==> config.mk <==
export PLATFORM = sky130hd
export DESIGN_NAME = riscv_decode_issue_buffer_flat
export DESIGN_NICKNAME = d
export VERILOG_FILES = /design/src/rtl/riscv_decode_issue_buffer_if.sv /design/src/rtl/riscv_decode_issue_buffer.sv /design/src/flat_wrapper.sv
export SDC_FILE = /design/constraint.sdc
export NUM_CORES = 1
export LEC_CHECK = 0
export CAP_MARGIN = 20
export CORE_MARGIN = 3
export CORE_UTILIZATION = 46
export CTS_CLUSTER_DIAMETER = 150
export DETAILED_ROUTE_END_ITERATION = 10
export PLACE_DENSITY = 0.8
export SLEW_MARGIN = 20
export SYNTH_ARGS = -nofsm -noshare
export SYNTH_HDL_FRONTEND = slang
export SYNTH_SLANG_ARGS = --single-unit
==> constraint.sdc <==
create_clock -name i_clk -period 4.2 [get_ports i_clk]
set_input_delay 0.84 -clock i_clk [delete_from_list [all_inputs] [get_ports i_clk]]
set_output_delay 0.84 -clock i_clk [all_outputs]
set_load 0.005 [all_outputs]
==> src/rtl/riscv_decode_issue_buffer_if.sv <==
// Issue bundle handshake: valid/ready plus the decoded operand and control fields.
// Master drives the bundle and valid; slave returns ready.
`ifndef XLEN
`define XLEN 32
`endif

interface riscv_decode_issue_buffer_if #(
  parameter int XLEN   = `XLEN,
  parameter int CTRL_W = 16
);
  logic              valid;
  logic              ready;
  logic [XLEN-1:0]   pc;
  logic [XLEN-1:0]   rs1;
  logic [XLEN-1:0]   rs2;
  logic [XLEN-1:0]   imm;
  logic [4:0]        rd;
  logic [CTRL_W-1:0] ctrl;

  modport master (output valid, pc, rs1, rs2, imm, rd, ctrl, input ready);
  modport slave  (input valid, pc, rs1, rs2, imm, rd, ctrl, output ready);
endinterface

==> src/rtl/riscv_decode_issue_buffer.sv <==
// Two-entry skid FIFO between decode and execute; upstream ready depends on registered occupancy only.
// Optional zero-latency path through an empty buffer: define RISCV_ISSUE_BYPASS_EN.
`ifndef XLEN
`define XLEN 32
`endif

module riscv_decode_issue_buffer #(
  parameter int XLEN   = `XLEN,
  parameter int CTRL_W = 16
) (
  input  logic                              i_clk,
  input  logic                              i_rst,
  input  logic                              i_clr,
  riscv_decode_issue_buffer_if.slave        i_dec,
  riscv_decode_issue_buffer_if.master       o_exe,
  output logic [1:0]                        o_count
);
  localparam int ENT_W = 4*XLEN + 5 + CTRL_W;

  logic [ENT_W-1:0] r_mem [2];
  logic [1:0]       r_count;
  logic             r_wr_ptr;
  logic             r_rd_ptr;

  logic [ENT_W-1:0] w_in;
  logic [ENT_W-1:0] w_head;
  logic [ENT_W-1:0] w_out;
  logic             w_out_valid;
  logic             w_ready;
  logic             w_push;
  logic             w_pop;

  assign w_in   = {i_dec.pc, i_dec.rs1, i_dec.rs2, i_dec.imm, i_dec.rd, i_dec.ctrl};
  assign w_head = r_mem[r_rd_ptr];

  assign w_ready     = (r_count != 2'd2);
  assign i_dec.ready = w_ready;

`ifdef RISCV_ISSUE_BYPASS_EN
  // An empty buffer forwards the incoming bundle; if execute stalls it is captured as head.
  logic w_byp;
  assign w_byp       = (r_count == 2'd0) && i_dec.valid && !i_clr && !i_rst;
  assign w_out_valid = (r_count != 2'd0) || w_byp;
  assign w_out       = w_byp ? w_in : w_head;
`else
  assign w_out_valid = (r_count != 2'd0);
  assign w_out       = w_head;
`endif

  assign o_exe.valid = w_out_valid;
  assign {o_exe.pc, o_exe.rs1, o_exe.rs2, o_exe.imm, o_exe.rd, o_exe.ctrl} = w_out;
  assign o_count     = r_count;

  assign w_push = i_dec.valid && w_ready;
  assign w_pop  = w_out_valid && o_exe.ready;

  // A bypassed push+pop advances both pointers together, so the slot is written but never seen.
  always_ff @(posedge i_clk) begin
    if (i_rst) begin
      r_count  <= 2'd0;
      r_wr_ptr <= 1'b0;
      r_rd_ptr <= 1'b0;
      for (int k = 0; k < 2; k++) begin
        r_mem[k] <= '0;
      end
    end else if (i_clr) begin
      r_count  <= 2'd0;
      r_wr_ptr <= 1'b0;
      r_rd_ptr <= 1'b0;
    end else begin
      if (w_push) begin
        r_mem[r_wr_ptr] <= w_in;
        r_wr_ptr        <= ~r_wr_ptr;
      end
      if (w_pop) begin
        r_rd_ptr <= ~r_rd_ptr;
      end
      if (w_push && !w_pop) begin
        r_count <= r_count + 2'd1;
      end else if (!w_push && w_pop) begin
        r_count <= r_count - 2'd1;
      end
    end
  end
endmodule

==> src/flat_wrapper.sv <==
// flat-port wrapper written by rule: the top's interface ports become plain ports
module riscv_decode_issue_buffer_flat 
#(
  parameter int XLEN   = `XLEN,
  parameter int CTRL_W = 16
)
  (i_clk, i_rst, i_clr, o_count, i_dec_valid, i_dec_pc, i_dec_rs1, i_dec_rs2, i_dec_imm, i_dec_rd, i_dec_ctrl, i_dec_ready, o_exe_valid, o_exe_pc, o_exe_rs1, o_exe_rs2, o_exe_imm, o_exe_rd, o_exe_ctrl, o_exe_ready);
  riscv_decode_issue_buffer_if #(.XLEN(XLEN), .CTRL_W(CTRL_W)) i_dec_i ();
  riscv_decode_issue_buffer_if #(.XLEN(XLEN), .CTRL_W(CTRL_W)) o_exe_i ();
  input  logic i_clk;
  input  logic i_rst;
  input  logic i_clr;
  output logic [1:0] o_count;
  input wire logic [$bits(i_dec_i.valid)-1:0] i_dec_valid;
  input wire logic [$bits(i_dec_i.pc)-1:0] i_dec_pc;
  input wire logic [$bits(i_dec_i.rs1)-1:0] i_dec_rs1;
  input wire logic [$bits(i_dec_i.rs2)-1:0] i_dec_rs2;
  input wire logic [$bits(i_dec_i.imm)-1:0] i_dec_imm;
  input wire logic [$bits(i_dec_i.rd)-1:0] i_dec_rd;
  input wire logic [$bits(i_dec_i.ctrl)-1:0] i_dec_ctrl;
  output wire logic [$bits(i_dec_i.ready)-1:0] i_dec_ready;
  output wire logic [$bits(o_exe_i.valid)-1:0] o_exe_valid;
  output wire logic [$bits(o_exe_i.pc)-1:0] o_exe_pc;
  output wire logic [$bits(o_exe_i.rs1)-1:0] o_exe_rs1;
  output wire logic [$bits(o_exe_i.rs2)-1:0] o_exe_rs2;
  output wire logic [$bits(o_exe_i.imm)-1:0] o_exe_imm;
  output wire logic [$bits(o_exe_i.rd)-1:0] o_exe_rd;
  output wire logic [$bits(o_exe_i.ctrl)-1:0] o_exe_ctrl;
  input wire logic [$bits(o_exe_i.ready)-1:0] o_exe_ready;
  assign i_dec_i.valid = i_dec_valid;
  assign i_dec_i.pc = i_dec_pc;
  assign i_dec_i.rs1 = i_dec_rs1;
  assign i_dec_i.rs2 = i_dec_rs2;
  assign i_dec_i.imm = i_dec_imm;
  assign i_dec_i.rd = i_dec_rd;
  assign i_dec_i.ctrl = i_dec_ctrl;
  assign i_dec_ready = i_dec_i.ready;
  assign o_exe_valid = o_exe_i.valid;
  assign o_exe_pc = o_exe_i.pc;
  assign o_exe_rs1 = o_exe_i.rs1;
  assign o_exe_rs2 = o_exe_i.rs2;
  assign o_exe_imm = o_exe_i.imm;
  assign o_exe_rd = o_exe_i.rd;
  assign o_exe_ctrl = o_exe_i.ctrl;
  assign o_exe_i.ready = o_exe_ready;
  riscv_decode_issue_buffer #(.XLEN(XLEN), .CTRL_W(CTRL_W)) u_core (.i_clk(i_clk), .i_rst(i_rst), .i_clr(i_clr), .i_dec(i_dec_i), .o_exe(o_exe_i), .o_count(o_count));
endmodule
Word-level counts from Yosys, hierarchy flattened. Memories as Yosys holds them, arrays and structs flattened. A register that Yosys moved wholly into a read port is not among the register bits. Index checks and enable logic that the tools add are counted.

Bits in writable memories: 298. Output and inout port bits: 153. Register bits after elaboration: 4. Memories kept: 1. Bits of input ports: 154.

Memory list: u_core.r_mem (depth 2, width 149, read ports 1, clocked after memory_dff 1, wr ports 2, RTL line riscv_decode_issue_buffer.sv:20) `logic [ENT_W-1:0] r_mem [2];`.

Equal/unequal tests: 1. Bitwise operators: 2. Reduce and logical (&&, ||, !) cells: 10. Mux-type cells: 13. Add/subtract/negate cells: 2.

Operator list (number): $mux W149 (1); $reduce_or A149 Y1 (1); $mux W1 (10); $logic_and A1 B1 Y1 (4); $mux W2 (2); $reduce_bool A2 Y1 (2); $add A2 B1 Y2 const B (1); $logic_not A1 Y1 (2); $ne A2 B2 Y1 const B (1); $not A1 Y1 (2); $reduce_or A2 Y1 (1); $sub A2 B1 Y2 const B (1).

Longest topological paths before layout. Gate-level depths: netlist of the first run.

Depth after elaboration: 8. Depth in mapped cells: 6.

Least setup slack after synthesis of the first run. No wires, ideal clock.

Path kind: in2reg. From: in i_clr. To: mem u_core.r_mem[0][0] (netlist name), enable pin. Buffers on the path: 2. Cell stages on the path: 5. Data arrival time: 3593 ps. Library setup time: 446 ps. Slack: 161 ps. Path through: or2_0 -> buf_6 -> nor4_4 -> clkbuf_1 -> or2_2.

RTL lines: start, declared (RTL line flat_wrapper.sv:12) `input logic i_clr;`; end, declared (RTL line riscv_decode_issue_buffer.sv:20).

==> impl_metrics.json, run 1 <==
{
  "period_share_pct": 74.9,
  "syn_area_per_cell_sq_um": 16.2,
  "setup_ws_ps": 1060,
  "post_cts_resized": 0,
  "avgViaCountPerCell": 4.93,
  "syn_area_sq_mm": 0.0134,
  "row_count": 61,
  "gp_congestion": 0.736,
  "ctsHtreeMaxLevel": 1,
  "ctsLongestPathBuffers": 3,
  "num_vias": 7511,
  "n_fill_cell": 2095,
  "die_height_um": 176,
  "area_delta_synth_final_pct": 31.7,
  "p_total_mw": 6.90,
  "setup_violations": 0,
  "synth_cell_types": 22,
  "ys_seq_elements": 303,
  "power.density_cell_area_mw_per_mm2": 392,
  "cts_setup_buffers": 0,
  "max-slew-margin-rel_pct": 61.9,
  "cts.hold.buffers_added": 0,
  "drcViolationCount": 0,
  "routed_wl_mm": 28.3,
  "io_buffers": 306,
  "diodes": 0,
  "syn_nets": 980,
  "slew_violations": 0,
  "cp-end-kind": "output port",
  "clock-root-buffer": "clkbuf_16",
  "dieArea_sq_mm": 0.0311,
  "worst_hold_slack_ps": 520,
  "grt_usage_pct": 17.7,
  "grt_first_pass_wirelength_mm": 43.6,
  "syn_inst": 825,
  "critPathLaunchType": "register",
  "placed_cell_area_sq_mm": 0.0166,
  "fin_nets": 1279,
  "grt_overflow_total": 0,
  "yosysWarnings": 0,
  "fp.dieW_um": 176,
  "cts.sinks": 303,
  "design_area_sq_mm": 0.0176,
  "start_util_pct": 47.3,
  "wl_per_cell_um": 18.6,
  "leakage_nw": 6.53,
  "drv_cap": 0,
  "ys_seq_area_share_pct": 67.7,
  "cts_made_buffers": 31,
  "dp_hpwl_mm": 17.7,
  "status": "finished, final reports clean",
  "postLayoutCoreUtil_pct": 62.3,
  "drive_gt1_share_pct": 26.8,
  "clock_skew_ps": 6.22,
  "antenna_found_initial": 3,
  "critPathMaxFanout": 88,
  "hold_path.class": "reg2reg",
  "layout.cells.non_filler": 1523,
  "dp_cells": 1469,
  "core_area_sq_mm": 0.0282,
  "ir_drop_mv": 0.240,
  "drtAntennaViolNets": 0,
  "layout_commonest_cell": "clkdlybuf4s50_1",
  "grt_pass1_vias": 7993,
  "critPathKind": "reg2out",
  "most-common-layout-cells": "clkdlybuf4s50_1, edfxtp_1, and2_1",
  "clk_latency_ps": 540,
  "grt_start_max_net_pins": 150,
  "cts_tree": "done",
  "ioPinCount": 307,
  "rsz0062_at_grt": "false",
  "max_freq_mhz": 318,
  "drtIter0Drc": 404,
  "dr.pass1.iters": 5,
  "final.setup.tns_ps": 0,
  "crit_required_ps": 3360,
  "clkTransAtPathRegs_ps": 60,
  "place_ws_ps": 1000,
  "hold_viol": 0,
  "period_minus_slack_ps": 3140,
  "worst-slew-pin-transition_ps": 571,
  "cp.arrival_ps": 2300
}
-- synth_stat cells (all sizes together) --
library cell | count | share of area (%)
inv | 3 | 0.084
clkbuf | 12 | 0.34
or3 | 2 | 0.094
edfxtp | 298 | 67
or2 | 4 | 0.19
buf | 38 | 3.2
o21ai | 3 | 0.11
nor2b | 1 | 0.066
dfxtp | 5 | 0.75
nor2 | 4 | 0.11
a21oi | 2 | 0.075
xor2 | 3 | 0.20
nor4 | 2 | 0.32
mux2 | 149 | 13
ha | 1 | 0.094
and2 | 298 | 15
-- report_power, final --
| group | switching (mW) | internal [mW] | total (mW) |
|---|---|---|---|
| registers | 0.0384 | 3.48 | 3.52 |
| clock network | 1.07 | 1.58 | 2.65 |
| logic | 0.284 | 0.451 | 0.735 |
-- layer usage --
layer  GRT usage, %  vias to the layer above  wire length (um)
met2           30.0                      278             13800
met4           4.03                        6               555
met1           22.1                     3654             11100
met3           6.24                       45              2920
li1               -                     3528                 -
met5              0                        -                39
-- critical path, stage by stage, from the launching register on --
cell and delay, ps:
dfxtp_4 370, buf_12 360, mux2_2 400, clkdlybuf4s50_1 500
-- kinds of logic (layout without fill, tap and decap cells) --
group,count (synthesis),count (layout),share of synthesized area [%]
buffers and inverters,53,373,3.59
muxes,149,149,12.6
DFF,303,303,67.7
AOI/OAI and AO/OA,5,5,0.187
xor gates and xnor gates,3,3,0.197
and+or+nand+nor,311,311,15.6
adders and majority gates,1,1,0.0936
-- layout make-up --
class                   instances  area (sq um)  share of cell area, %
repair buffers                316          3240                   18.4
flip-flops and latches        303          9050                   51.5
clock buffers                  35           791                   4.49
well taps                     378           473                   2.69
clock inverters                19           190                   1.08
inverters                       3          11.3                 0.0640
multi-input cells             469          3840                   21.8
-- flip-flops by register name (all words and copies together) (netlist names), named ones only --
signal,flops
u_core.o_count,2
u_core.r_wr_ptr,1
u_core.r_rd_ptr,1
u_core.r_mem,298
-- worst paths after layout --
path | from | endpoint | slack, ps | cells past startpoint
setup / recovery | register | o_exe_imm[29] | 1060 | 3
hold / removal | u_core.r_rd_ptr | register | 520 | 2
setup reg to reg | u_core.o_count[0] | u_core.r_mem[0][83] | 2180 | 4
hold reg to reg | u_core.r_rd_ptr | register | 520 | 2
Power figures use the tool's default switching activity.
==> run 2: changes to the inputs <==
Clock period 4.2 ns to 2.5 ns, I/O delays scaled along.
==> run 2 against run 1 <==
Worst hold slack got worse by 13 ps. Wire length grew 12%. The flow now finishes with violations (setup timing). Register-to-register slack got worse by 1500 ps. Utilization up 3.0 points. Global-route usage rose by 1.6 points. Power up 70%. Critical endpoint is now o_exe_rs2[26]. Critical path depth rose by 2. Critical path type unchanged. Final cell count rose by 3.9%.
==> impl_metrics.json, run 2 (same netlist as run 1, synthesis figures left out) <==
{
  "fin_nets": 1332,
  "cts_made_buffers": 31,
  "grt_overflow_total": 0,
  "cp-end-kind": "output port",
  "dp_cells": 1478,
  "max_freq_mhz": 392,
  "fp.dieW_um": 176,
  "design_area_sq_mm": 0.0184,
  "avgViaCountPerCell": 4.99,
  "dp_hpwl_mm": 18.6,
  "num_vias": 7889,
  "clkTransAtPathRegs_ps": 60,
  "violations": "setup timing",
  "row_count": 61,
  "power.density_cell_area_mw_per_mm2": 637,
  "layout_commonest_cell": "edfxtp_1",
  "worst_hold_slack_ps": 507,
  "ctsHtreeMaxLevel": 1,
  "drcViolationCount": 0,
  "period_minus_slack_ps": 2550,
  "rsz0062_at_grt": "true",
  "cpMaxStageDelayCell": "dfxtp_4",
  "antenna_found_initial": 2,
  "postLayoutCoreUtil_pct": 65.3,
  "cts_tree": "done",
  "crit_required_ps": 2000,
  "setup_violations": 11,
  "max-slew-margin-rel_pct": 75.8,
  "clock-root-buffer": "clkbuf_16",
  "drive_gt1_share_pct": 31.8,
  "worst-path-buf-inv": 4,
  "drv_cap": 0,
  "area_delta_synth_final_pct": 38.0,
  "most-common-layout-cells": "edfxtp_1, and2_1, clkdlybuf4s50_1",
  "p_total_mw": 11.7,
  "ir_drop_mv": 0.454,
  "leakage_nw": 7.70,
  "critPathLaunchType": "register",
  "crit_chain": "buf_4, buf_4, buf_16, mux2_2, dlygate4sd2_1",
  "place_ws_ps": 58.2,
  "hold_viol": 0,
  "wl_per_cell_um": 20.1,
  "setup_ws_ps": -51.5,
  "drtIter0Drc": 567,
  "crit_path_max_incr_delay_ps": 410,
  "crit_top_cell": "buf_4",
  "gp_congestion": 0.749,
  "routed_wl_mm": 31.8,
  "ctsLongestPathBuffers": 3,
  "clock_skew_ps": 14.7,
  "hold_path.class": "reg2reg",
  "grt_start_max_net_pins": 66,
  "ioPinCount": 307,
  "clk_latency_ps": 550,
  "drtAntennaViolNets": 0,
  "placed_cell_area_sq_mm": 0.0167,
  "grt_usage_pct": 19.4,
  "largest_reg_flops": 298,
  "start_util_pct": 47.3,
  "period_share_pct": 102,
  "final.setup.tns_ps": -299,
  "dr.pass1.iters": 4,
  "top_register": "u_core.r_mem",
  "core_area_sq_mm": 0.0282,
  "dieArea_sq_mm": 0.0311,
  "cts.sinks": 303,
  "layout.cells.non_filler": 1582,
  "slew_violations": 0,
  "cts.hold.buffers_added": 0,
  "cp.arrival_ps": 2050,
  "critPathKind": "reg2out",
  "status": "complete, but fails checks",
  "worst-slew-pin-transition_ps": 359,
  "critPathMaxFanout": 24,
  "critPathTopFamily": "buffers and inverters",
  "io_buffers": 306,
  "grt_pass1_vias": 8259,
  "die_height_um": 176,
  "grt_first_pass_wirelength_mm": 46.7
}
[run 2: cell count changes in the layout (fill, tap and decap cells not counted), sizes merged]
cell / previous run / this run
clkinvlp: 0 / 2
diode: 0 / 3
buf: 10 / 58
dlymetal6s2s: 0 / 41
clkbuf: 35 / 57
dlygate4sd2: 0 / 69
clkinv: 15 / 16
clkdlybuf4s50: 306 / 157
bufbuf: 0 / 1
clkdlybuf4s15: 0 / 21
[run 2: path summary, 6_finish.rpt]
kind                          start                  end  slack, ps  cells past startpoint
setup / recovery           register        o_exe_rs2[26]        -50                      5
hold / removal      u_core.r_rd_ptr             register        510                      2
setup reg to reg  u_core.o_count[0]  u_core.r_mem[0][63]        690                      4
hold reg to reg     u_core.r_rd_ptr             register        510                      2
[run 2: timing repair]
item,4_1_cts,5_1_grt
gates resized for setup,133,105
gates cloned,9,4
endpoints found under the setup margin,150,78
buffers inserted,17,15
[run 2: power by group]
group	leakage [nW]	total [mW]	switching [mW]	internal, mW
clock	0.492	4.57	1.90	2.67
combinational	4.07	1.26	0.510	0.746
sequential	3.14	5.92	0.0701	5.85
total	7.70	11.7	2.48	9.27
[run 2: layer usage]
metal  vias up  wire (um)  track usage [%]
li1       3657          -                -
met1      3888      12500             24.7
met2       290      15800             32.2
met3        52       2810             5.63
met4         2        694             6.22
met5         -         13                0
[run 2: worst reg2reg max path, delay by kind of cell, from the launching register on]
| kind | cells | cell delay, ps |
|---|---|---|
| DFF | 1 | 520 |
| and+or+nand+nor | 3 | 630 |
| buffers and inverters | 1 | 280 |
[run 2: cell type report]
| cell class | instances | area [sq um] |
|---|---|---|
| Clock inverter | 22 | 211 |
| Antenna cell | 3 | 7.51 |
| Fill cell | 2010 | 9800 |
| Multi-Input combinational cell | 469 | 3870 |
| Clock buffer | 35 | 791 |
| Tap cell | 378 | 473 |
| Inverter | 3 | 11.3 |
| Timing Repair Buffer | 369 | 4030 |
| Sequential cell | 303 | 9050 |
==> run 3: changes to the inputs <==
Settings changed: PLACE_DENSITY 0.8 to unset, PLACE_DENSITY_LB_ADDON set to 0.05.
==> run 3 against run 2 <==
The flow now finishes without violations. Count of clock-buffer cells in the layout is 10 higher. Final area increased by 0.86%. Clock power fell by 3%. Critical path type unchanged. Largest cell class unchanged. Largest power group unchanged.
==> impl_metrics.json, run 3 (same netlist as run 1, synthesis figures left out) <==
{
  "status": "finished, final reports clean",
  "cpMaxStageDelayCell": "dfxtp_4",
  "ioPinCount": 307,
  "final.setup.tns_ps": 0,
  "ctsLongestPathBuffers": 3,
  "clock_skew_ps": 10.3,
  "drtAntennaViolNets": 0,
  "crit_required_ps": 2000,
  "dieArea_sq_mm": 0.0311,
  "drv_cap": 0,
  "period_share_pct": 98.5,
  "drcViolationCount": 0,
  "cts.sinks": 303,
  "fin_nets": 1342,
  "cp-end-kind": "output port",
  "row_count": 61,
  "clkTransAtPathRegs_ps": 60,
  "antenna_found_initial": 2,
  "slew_violations": 0,
  "dr.pass1.iters": 5,
  "critPathMaxFanout": 15,
  "largest_reg_flops": 298,
  "hold_path.class": "reg2reg",
  "ir_drop_mv": 0.426,
  "critPathKind": "reg2out",
  "crit_path_max_incr_delay_ps": 380,
  "area_delta_synth_final_pct": 39.2,
  "p_total_mw": 11.6,
  "grt_overflow_total": 0,
  "setup_ws_ps": 37.8,
  "ctsHtreeMaxLevel": 1,
  "cts.hold.buffers_added": 0,
  "start_util_pct": 47.3,
  "wl_per_cell_um": 19.5,
  "num_vias": 7778,
  "top_register": "u_core.r_mem",
  "crit_top_cell": "buf_12",
  "drive_gt1_share_pct": 30.6,
  "cp.arrival_ps": 1960,
  "cts_tree": "done",
  "fp.dieW_um": 176,
  "gp_congestion": 0.719,
  "die_height_um": 176,
  "cts_made_buffers": 31,
  "rsz0062_at_grt": "true",
  "layout_commonest_cell": "edfxtp_1",
  "core_area_sq_mm": 0.0282,
  "max_freq_mhz": 406,
  "avgViaCountPerCell": 4.89,
  "io_buffers": 306,
  "critPathLaunchType": "register",
  "clk_latency_ps": 540,
  "clock-root-buffer": "clkbuf_16",
  "worst-slew-pin-transition_ps": 412,
  "period_minus_slack_ps": 2460,
  "setup_violations": 0,
  "grt_start_max_net_pins": 78,
  "hold_viol": 0,
  "most-common-layout-cells": "edfxtp_1, and2_1, clkdlybuf4s50_1",
  "dp_hpwl_mm": 19.0,
  "grt_pass1_vias": 7920,
  "max-slew-margin-rel_pct": 72.2,
  "leakage_nw": 7.85,
  "routed_wl_mm": 31.1,
  "drtIter0Drc": 486,
  "power.density_cell_area_mw_per_mm2": 626,
  "grt_first_pass_wirelength_mm": 45.8,
  "grt_usage_pct": 19.0,
  "crit_chain": "buf_12, buf_12, clkbuf_16, mux2_2, dlygate4sd2_1",
  "place_ws_ps": 34.4
}
-- run 3: cell count changes in the layout (fill, tap and decap cells not counted), sizes merged --
| cell | change |
|---|---|
| clkdlybuf4s15 | +4 |
| dlymetal6s2s | +10 |
| clkbuf | -4 |
| clkinv | -7 |
| dlygate4sd2 | +1 |
| bufinv | -1 |
| clkinvlp | -2 |
| buf | +10 |
| diode | -1 |
| bufbuf | -1 |
-- run 3: power by group --
group          switching, mW  internal, mW
clock                   1.81          2.64
sequential            0.0655          5.85
combinational          0.505         0.779
total                   2.38          9.27
-- run 3: metrics by stage --
stage               area [sq um]  cells  hold WS [ps]  util, %
detailed placement         17000   1498           505     60.2
global route               18600   1590           559     65.9
global placement           17000   1498           485     60.2
floorplan                  13400    825           472        -
finish                     18600   1591           522     65.9
CTS                        18200   1570           518     64.4
-- run 3: critical path, delay by kind of cell (launching register included) --
family                 cells  cell delay [ps]
buffers and inverters      4              680
DFF                        1              380
muxes                      1              350
-- run 3: worst paths after layout --
kind	slack, ps	depth (start not counted)	endpoint	start
worst min register to register	520	2	u_core.r_rd_ptr	u_core.r_rd_ptr
worst max-delay path	40	5	o_exe_imm[14]	register
worst max register to register	690	5	u_core.r_mem[0][26]	u_core.o_count[0]
worst min-delay path	520	2	u_core.r_rd_ptr	u_core.r_rd_ptr
-- run 3: cell type report --
cell class                      instances  area (sq um)
Sequential cell                       303          9050
Clock inverter                         12           129
Inverter                                3          11.3
Multi-Input combinational cell        469          3850
Timing Repair Buffer                  379          4230
Tap cell                              378           473
Antenna cell                            2          5.00
Fill cell                            2067          9640
Clock buffer                           45           848
-- run 3: repair_timing --
action / CTS / global route
buffers inserted: 8 / 14
endpoints found under the setup margin: 149 / 64
cloned: 7 / 5
resized for setup: 120 / 82
-- run 3: routing by layer --
| layer | routed length [um] | GRT usage [%] | vias up |
|---|---|---|---|
| met4 | 746 | 4.84 | 2 |
| met3 | 1930 | 4.34 | 46 |
| met5 | 9 | 0 | - |
| met2 | 15000 | 31.5 | 239 |
| li1 | - | - | 3676 |
| met1 | 13400 | 25.4 | 3815 |
